`config.mk`:
```
export PLATFORM = sky130hd
export DESIGN_NAME = imsic_msi_router
export DESIGN_NICKNAME = d
export VERILOG_FILES = /design/src/rtl/imsic_msi_router.sv
export SDC_FILE = /design/constraint.sdc
export NUM_CORES = 1
export LEC_CHECK = 0
export ABC_CLOCK_PERIOD_IN_PS = 3400
export BUFFER_PORTS_ARGS = -buffer_cell sky130_fd_sc_hd__buf_2
export CORE_MARGIN = 4
export CORE_UTILIZATION = 56
export DETAILED_ROUTE_END_ITERATION = 8
export PLACE_DENSITY = 0.8
export SYNTH_ARGS = -nofsm -noshare
export SYNTH_HDL_FRONTEND = slang
export SYNTH_SLANG_ARGS = --single-unit
export TNS_END_PERCENT = 100
```
`constraint.sdc`:
```
create_clock -name i_clk -period 3.4 [get_ports i_clk]
set_clock_uncertainty 0.1 [all_clocks]
set_input_delay 0.68 -clock i_clk [delete_from_list [all_inputs] [get_ports i_clk]]
set_output_delay 0.68 -clock i_clk [all_outputs]
set_load 0.05 [all_outputs]
```
`src/rtl/imsic_msi_router.sv`:
```
// MSI router for a set of IMSICs. It decodes bus writes to the machine (M)
// and supervisor/guest (S) interrupt-file windows, keeps a small FIFO of
// pending identities per interrupt file, and counts MSIs lost to full FIFOs.
module imsic_msi_router #(
    parameter int          NR_SRC                = 64,
    parameter int          NR_SRC_LEN            = $clog2(NR_SRC),
    parameter int          NR_IMSICS             = 2,
    parameter int          NR_VS_FILES_PER_IMSIC = 1,
    parameter logic [31:0] IMSIC_M_BASE_ADDR     = 32'h24000000,
    parameter logic [31:0] IMSIC_S_BASE_ADDR     = 32'h28000000,
    parameter int          FIFO_DEPTH            = 4,
    parameter int          ADDR_WIDTH            = 32,
    parameter int          DATA_WIDTH            = 32,
    localparam int         NR_INTP_FILES         = 2 + NR_VS_FILES_PER_IMSIC
) (
    input  logic                                                       i_clk,
    input  logic                                                       ni_rst,
    input  logic                                                       i_en,
    input  logic                                                       i_we,
    input  logic [ADDR_WIDTH-1:0]                                      i_addr,
    input  logic [DATA_WIDTH-1:0]                                      i_wdata,
    output logic                                                       o_rvalid,
    output logic [DATA_WIDTH-1:0]                                      o_rdata,
    output logic                                                       o_err,
    output logic [NR_IMSICS-1:0][NR_INTP_FILES-1:0][NR_SRC_LEN-1:0]    o_setipnum,
    output logic [NR_IMSICS-1:0][NR_INTP_FILES-1:0]                    o_setipnum_valid,
    input  logic [NR_IMSICS-1:0][NR_INTP_FILES-1:0]                    i_setipnum_ready,
    output logic [15:0]                                                o_drop_cnt
);

    localparam int PW         = ADDR_WIDTH - 12;
    localparam int NR_S_PAGES = NR_IMSICS * (NR_INTP_FILES - 1);
    localparam int PTR_W      = $clog2(FIFO_DEPTH);
    localparam int CNT_W      = PTR_W + 1;
    localparam logic [ADDR_WIDTH-1:0] M_BASE = ADDR_WIDTH'(IMSIC_M_BASE_ADDR);
    localparam logic [ADDR_WIDTH-1:0] S_BASE = ADDR_WIDTH'(IMSIC_S_BASE_ADDR);

    // ---------------- address decode ----------------
    logic [ADDR_WIDTH-1:0] m_off, s_off;
    logic [PW-1:0]         m_page, s_page;
    logic                  m_hit, s_hit, hit;
    logic [PW-1:0]         tgt_h, tgt_f;
    logic                  sel_le, sel_be;

    assign m_off  = i_addr - M_BASE;
    assign s_off  = i_addr - S_BASE;
    assign m_page = m_off[ADDR_WIDTH-1:12];
    assign s_page = s_off[ADDR_WIDTH-1:12];
    assign m_hit  = (i_addr >= M_BASE) && (m_page < PW'(NR_IMSICS));
    assign s_hit  = (i_addr >= S_BASE) && (s_page < PW'(NR_S_PAGES));
    assign sel_le = (i_addr[11:0] == 12'h000);
    assign sel_be = (i_addr[11:0] == 12'h004);

    // Map the hit page to (IMSIC, file); M pages always hit file 0.
    always_comb begin
        hit   = 1'b0;
        tgt_h = '0;
        tgt_f = '0;
        if (m_hit) begin
            hit   = 1'b1;
            tgt_h = m_page;
        end else if (s_hit) begin
            hit   = 1'b1;
            tgt_h = s_page / PW'(NR_INTP_FILES - 1);
            tgt_f = (s_page % PW'(NR_INTP_FILES - 1)) + PW'(1);
        end
    end

    // ---------------- identity extraction ----------------
    logic [31:0]           wd32, id_word;
    logic [NR_SRC_LEN-1:0] id;
    logic                  id_ok, msi_push;

    assign wd32     = i_wdata[31:0];
    assign id_word  = sel_be ? {wd32[7:0], wd32[15:8], wd32[23:16], wd32[31:24]} : wd32;
    assign id       = id_word[NR_SRC_LEN-1:0];
    // Identity 0 is reserved; any bit above the identity field invalidates the MSI.
    assign id_ok    = ((id_word >> NR_SRC_LEN) == 32'd0) && (id != '0)
                      && (32'(id) < 32'(NR_SRC));
    assign msi_push = i_en && i_we && hit && (sel_le || sel_be) && id_ok;

    // ---------------- bus response ----------------
    logic rvalid_q, err_q;

    // Every access gets a response one cycle later; misses flag an error.
    always_ff @(posedge i_clk or negedge ni_rst) begin
        if (!ni_rst) begin
            rvalid_q <= 1'b0;
            err_q    <= 1'b0;
        end else begin
            rvalid_q <= i_en;
            err_q    <= i_en && !hit;
        end
    end

    assign o_rvalid = rvalid_q;
    assign o_err    = err_q;
    // All readable registers (seteipnum_le/be and reserved) read as zero.
    assign o_rdata  = '0;

    // ---------------- per-file MSI FIFOs ----------------
    logic [NR_IMSICS-1:0][NR_INTP_FILES-1:0] drop_vec;

    for (genvar gi = 0; gi < NR_IMSICS; gi++) begin : g_imsic
        for (genvar gf = 0; gf < NR_INTP_FILES; gf++) begin : g_file
            logic [NR_SRC_LEN-1:0] mem_q [FIFO_DEPTH];
            logic [PTR_W-1:0]      wr_ptr_q, wr_ptr_d, rd_ptr_q, rd_ptr_d;
            logic [CNT_W-1:0]      cnt_q, cnt_d;
            logic                  sel, pop, full, accept;

            assign sel    = msi_push && (tgt_h == PW'(gi)) && (tgt_f == PW'(gf));
            assign pop    = (cnt_q != '0) && i_setipnum_ready[gi][gf];
            assign full   = (cnt_q == CNT_W'(FIFO_DEPTH));
            // A simultaneous pop frees the slot, so a push to a full FIFO still lands.
            assign accept = sel && (!full || pop);
            assign drop_vec[gi][gf] = sel && full && !pop;

            assign wr_ptr_d = accept ? wr_ptr_q + PTR_W'(1) : wr_ptr_q;
            assign rd_ptr_d = pop    ? rd_ptr_q + PTR_W'(1) : rd_ptr_q;
            assign cnt_d    = cnt_q + CNT_W'(accept) - CNT_W'(pop);

            // Storage needs no reset: the occupancy count masks stale entries.
            always_ff @(posedge i_clk) begin
                if (accept) begin
                    mem_q[wr_ptr_q] <= id;
                end
            end

            // Pointer and occupancy state, cleared by reset.
            always_ff @(posedge i_clk or negedge ni_rst) begin
                if (!ni_rst) begin
                    wr_ptr_q <= '0;
                    rd_ptr_q <= '0;
                    cnt_q    <= '0;
                end else begin
                    wr_ptr_q <= wr_ptr_d;
                    rd_ptr_q <= rd_ptr_d;
                    cnt_q    <= cnt_d;
                end
            end

            assign o_setipnum_valid[gi][gf] = (cnt_q != '0);
            assign o_setipnum[gi][gf]       = (cnt_q != '0) ? mem_q[rd_ptr_q] : '0;
        end
    end

    // ---------------- drop counter ----------------
    logic [15:0] drop_cnt_q, drop_cnt_d;

    assign drop_cnt_d = ((|drop_vec) && (drop_cnt_q != 16'hFFFF)) ? drop_cnt_q + 16'd1
                                                                 : drop_cnt_q;

    // Saturating count of MSIs lost to full FIFOs.
    always_ff @(posedge i_clk or negedge ni_rst) begin
        if (!ni_rst) begin
            drop_cnt_q <= '0;
        end else begin
            drop_cnt_q <= drop_cnt_d;
        end
    end

    assign o_drop_cnt = drop_cnt_q;

endmodule
```
==> impl_metrics.csv <==
group,metric,value,unit
finish,fin_area,0.01143,sq mm
yosys,ys_seq_area_share,60.46,%
finish,layout-drive-gt1-share,34.44,%
yosys,synth-edff-count,144,
pwr,ir_drop,0.4072,mV
hold_path,hp-class,"primary input to async pin",
yosys,syn_area,0.009635,sq mm
clocking,cts_buffer_depth,3,
yosys,ys.flop_type,"edfxtp_1",
timing,setup_violations,0,
floorplanning,die_x,139.2,um
drt,vias,5678,
placed_design,gp_congestion,0.8952,
timing,timing.slew.headroom,44.81,%
floorplanning,start_util,57.69,%
clocking,path_clk_slew,0.06,ns
floorplanning,die_y,139.2,um
yosys,ys_warn_count,0,
floorplanning,rows,47,
placed_design,dpl.hpwl,13.95,mm
drt,ant_nets,0,
placed_design,dp.cells,996,
timing,fin_crit,3.377,ns
clocking,cts_htree_levels,1,
timing,max_freq,296.1,MHz
pwr,p_leak,4.673,nW
setup_path,rr_worst_depth,11,
drt,drc,0,
drt,via_per_inst,5.475,
timing,hold_viol_final,0,
setup_path,start_kind,"primary input",
clocking,cts_tree,"yes",
setup_path,critPathCaptureType,"flop",
finish,utilization,68.41,%
floorplanning,io-pin-count,166,
setup_path,r2r_end,"g_imsic[0].g_file[1].cnt_q[2]",
clocking,root_buffer,"clkbuf_16",
timing,hold_slack,0.2786,ns
yosys,synth_cell_types,54,
finish,layout_commonest_cell,"edfxtp_1",
floorplanning,coreArea,0.01670,sq mm
timing,rsz0062_at_grt,"yes",
yosys,ys_seq_elements,204,
finish,area_delta_synth_final,18.58,%
clocking,insertion_delay,0.48,ns
floorplanning,die-area,0.01937,sq mm
run_status,status,"completed",
timing,timing.final.crit_share,99.31,%
drt,wl_per_cell,18.92,um
timing,slew_violations,0,
setup_path,arrival,3.64,ns
yosys,synthCells,640,
yosys,syn_avg_cell_area,15.06,sq um
drt,drt_iter0_drc,341,
grt,grt_start_max_net_pins,61,
drt,dr.pass1.iters,4,
setup_path,rrSetupSlack,0.74,ns
pwr,p_per_area,633.2,mW/mm^2
placed_design,preCtsSetupSlack,-0.4821,ns
clocking,cts_sinks,204,
setup_path,cp_max_fo,6,
finish,num-nets-final,927,
yosys,synth-async-reset-ratio,29.41,%
pwr,finalPower,7.236,mW
placed_design,placed_cell_area,0.01060,sq mm
setup_path,worst-setup-path-type,"primary input to flop",
clocking,numCtsBuffers,21,
timing,fin_setup_tns,0,ns
grt,grt_pass1_wl,31.40,mm
timing,worstMarginPinSlew,0.8278,ns
grt,grt_remaining_overflow,0,
timing,postLayoutSetupSlackWorst,0.02332,ns
setup_path,r2r-start,"g_imsic[0].g_file[1].cnt_q[1]",
finish,fin_cells,1037,
finish,final_cell_mix,"144 x edfxtp_1, 132 x buf_2, 67 x and2_1",
drt,totalWireLength,19.63,mm
grt,globalRouteTotalUtil,20.22,%
grt,grt_pass1_vias,6140,
flow_run,maxCapViolations,0,
placed_design,port_buffers,133,
setup_path,worstPathRequired,3.67,ns
grt,grt_antenna_before_repair,3,
[cell usage after synthesis, drive strengths merged, types with 10 or more instances]
library cell	instances	area share (%)
edfxtp	144	45
and2	68	4.4
dfrtp	60	16
inv	46	1.8
ha	44	5.7
mux4	36	8.4
buf	35	2.7
xnor2	35	3.2
clkbuf	22	0.86
nand2	16	0.62
mux2	14	1.6
nor4	13	1.1
and3	10	0.65
[state kept, by name, summed over array words and instances (netlist names)]
| signal | count |
|---|---|
| g_imsic.g_file.mem_q | 144 |
| o_rvalid | 1 |
| g_imsic.g_file.cnt_q | 18 |
| o_err | 1 |
| o_drop_cnt | 16 |
| g_imsic.g_file.wr_ptr_q | 12 |
| g_imsic.g_file.rd_ptr_q | 12 |
[worst max-delay path: stages]
cell        delay (ns)
buf_8             0.08
clkinvlp_4        0.15
ha_4              0.21
a21boi_4          0.14
mux2i_4           0.19
a211o_1           0.35
mux2i_4           0.23
nor2_4            0.17
and4_1            0.22
inv_1             0.05
ha_1              0.28
inv_1             0.06
ha_2              0.16
inv_2             0.04
fa_2              0.36
xnor2_2           0.14
xnor2_1           0.12
[logic make-up after synthesis]
logic type | after synthesis | synth area share (%)
adder cells (fa/ha/maj) | 50 | 6.960
other | 1 | 0.03892
flip-flops | 204 | 60.46
buffers and inverters | 103 | 5.363
multiplexers | 53 | 10.36
AND/OR/NAND/NOR | 167 | 11.23
XOR/XNOR | 44 | 3.999
AO/OA/AOI/OAI | 18 | 1.584
[timing repair]
item / CTS / global route
endpoints found under the hold margin: 0 / 0
buffers inserted: 0 / 4
resized for setup: 0 / 26
endpoints found under the setup margin: 0 / 7
hold buffers: 0 / 0
[worst max path at each step]
stage / from / end / slack, ns
after floorplan: i_addr[27] / g_imsic[0].g_file[1].cnt_q[2] / -0.24
after global placement: i_wdata[0] / g_imsic[1].g_file[1].cnt_q[2] / -0.33
after detailed placement: i_addr[27] / g_imsic[0].g_file[1].cnt_q[2] / -0.48
after CTS: i_addr[27] / g_imsic[0].g_file[1].cnt_q[2] / 0.007
after global routing: i_addr[27] / g_imsic[1].g_file[1].cnt_q[2] / -0.08
final: i_addr[27] / g_imsic[1].g_file[1].cnt_q[2] / 0.02
[final cells by class]
| class | count | area, sq um |
|---|---|---|
| diodes | 1 | 2.502 |
| clock buffers | 24 | 536.8 |
| clock inverters | 12 | 118.9 |
| fillers | 1113 | 5275 |
| inverters | 46 | 176.4 |
| multi-input cells | 364 | 3563 |
| flip-flops and latches | 204 | 5826 |
| well taps | 220 | 275.3 |
| repair buffers | 166 | 927.1 |
[routing by layer]
layer | routed length [um] | GRT usage [%]
met3 | 1216 | 3.931
met5 | 26 | 0
met1 | 8018 | 26.46
met2 | 9855 | 34.54
met4 | 509 | 6.334
[where the power goes]
part           internal [mW]  total (mW)  switching (mW)
clock network           1.29        2.18           0.898
registers               2.80        3.04           0.243
logic                  0.725        2.01            1.28
Note: power is estimated with default switching activity, not from simulation.
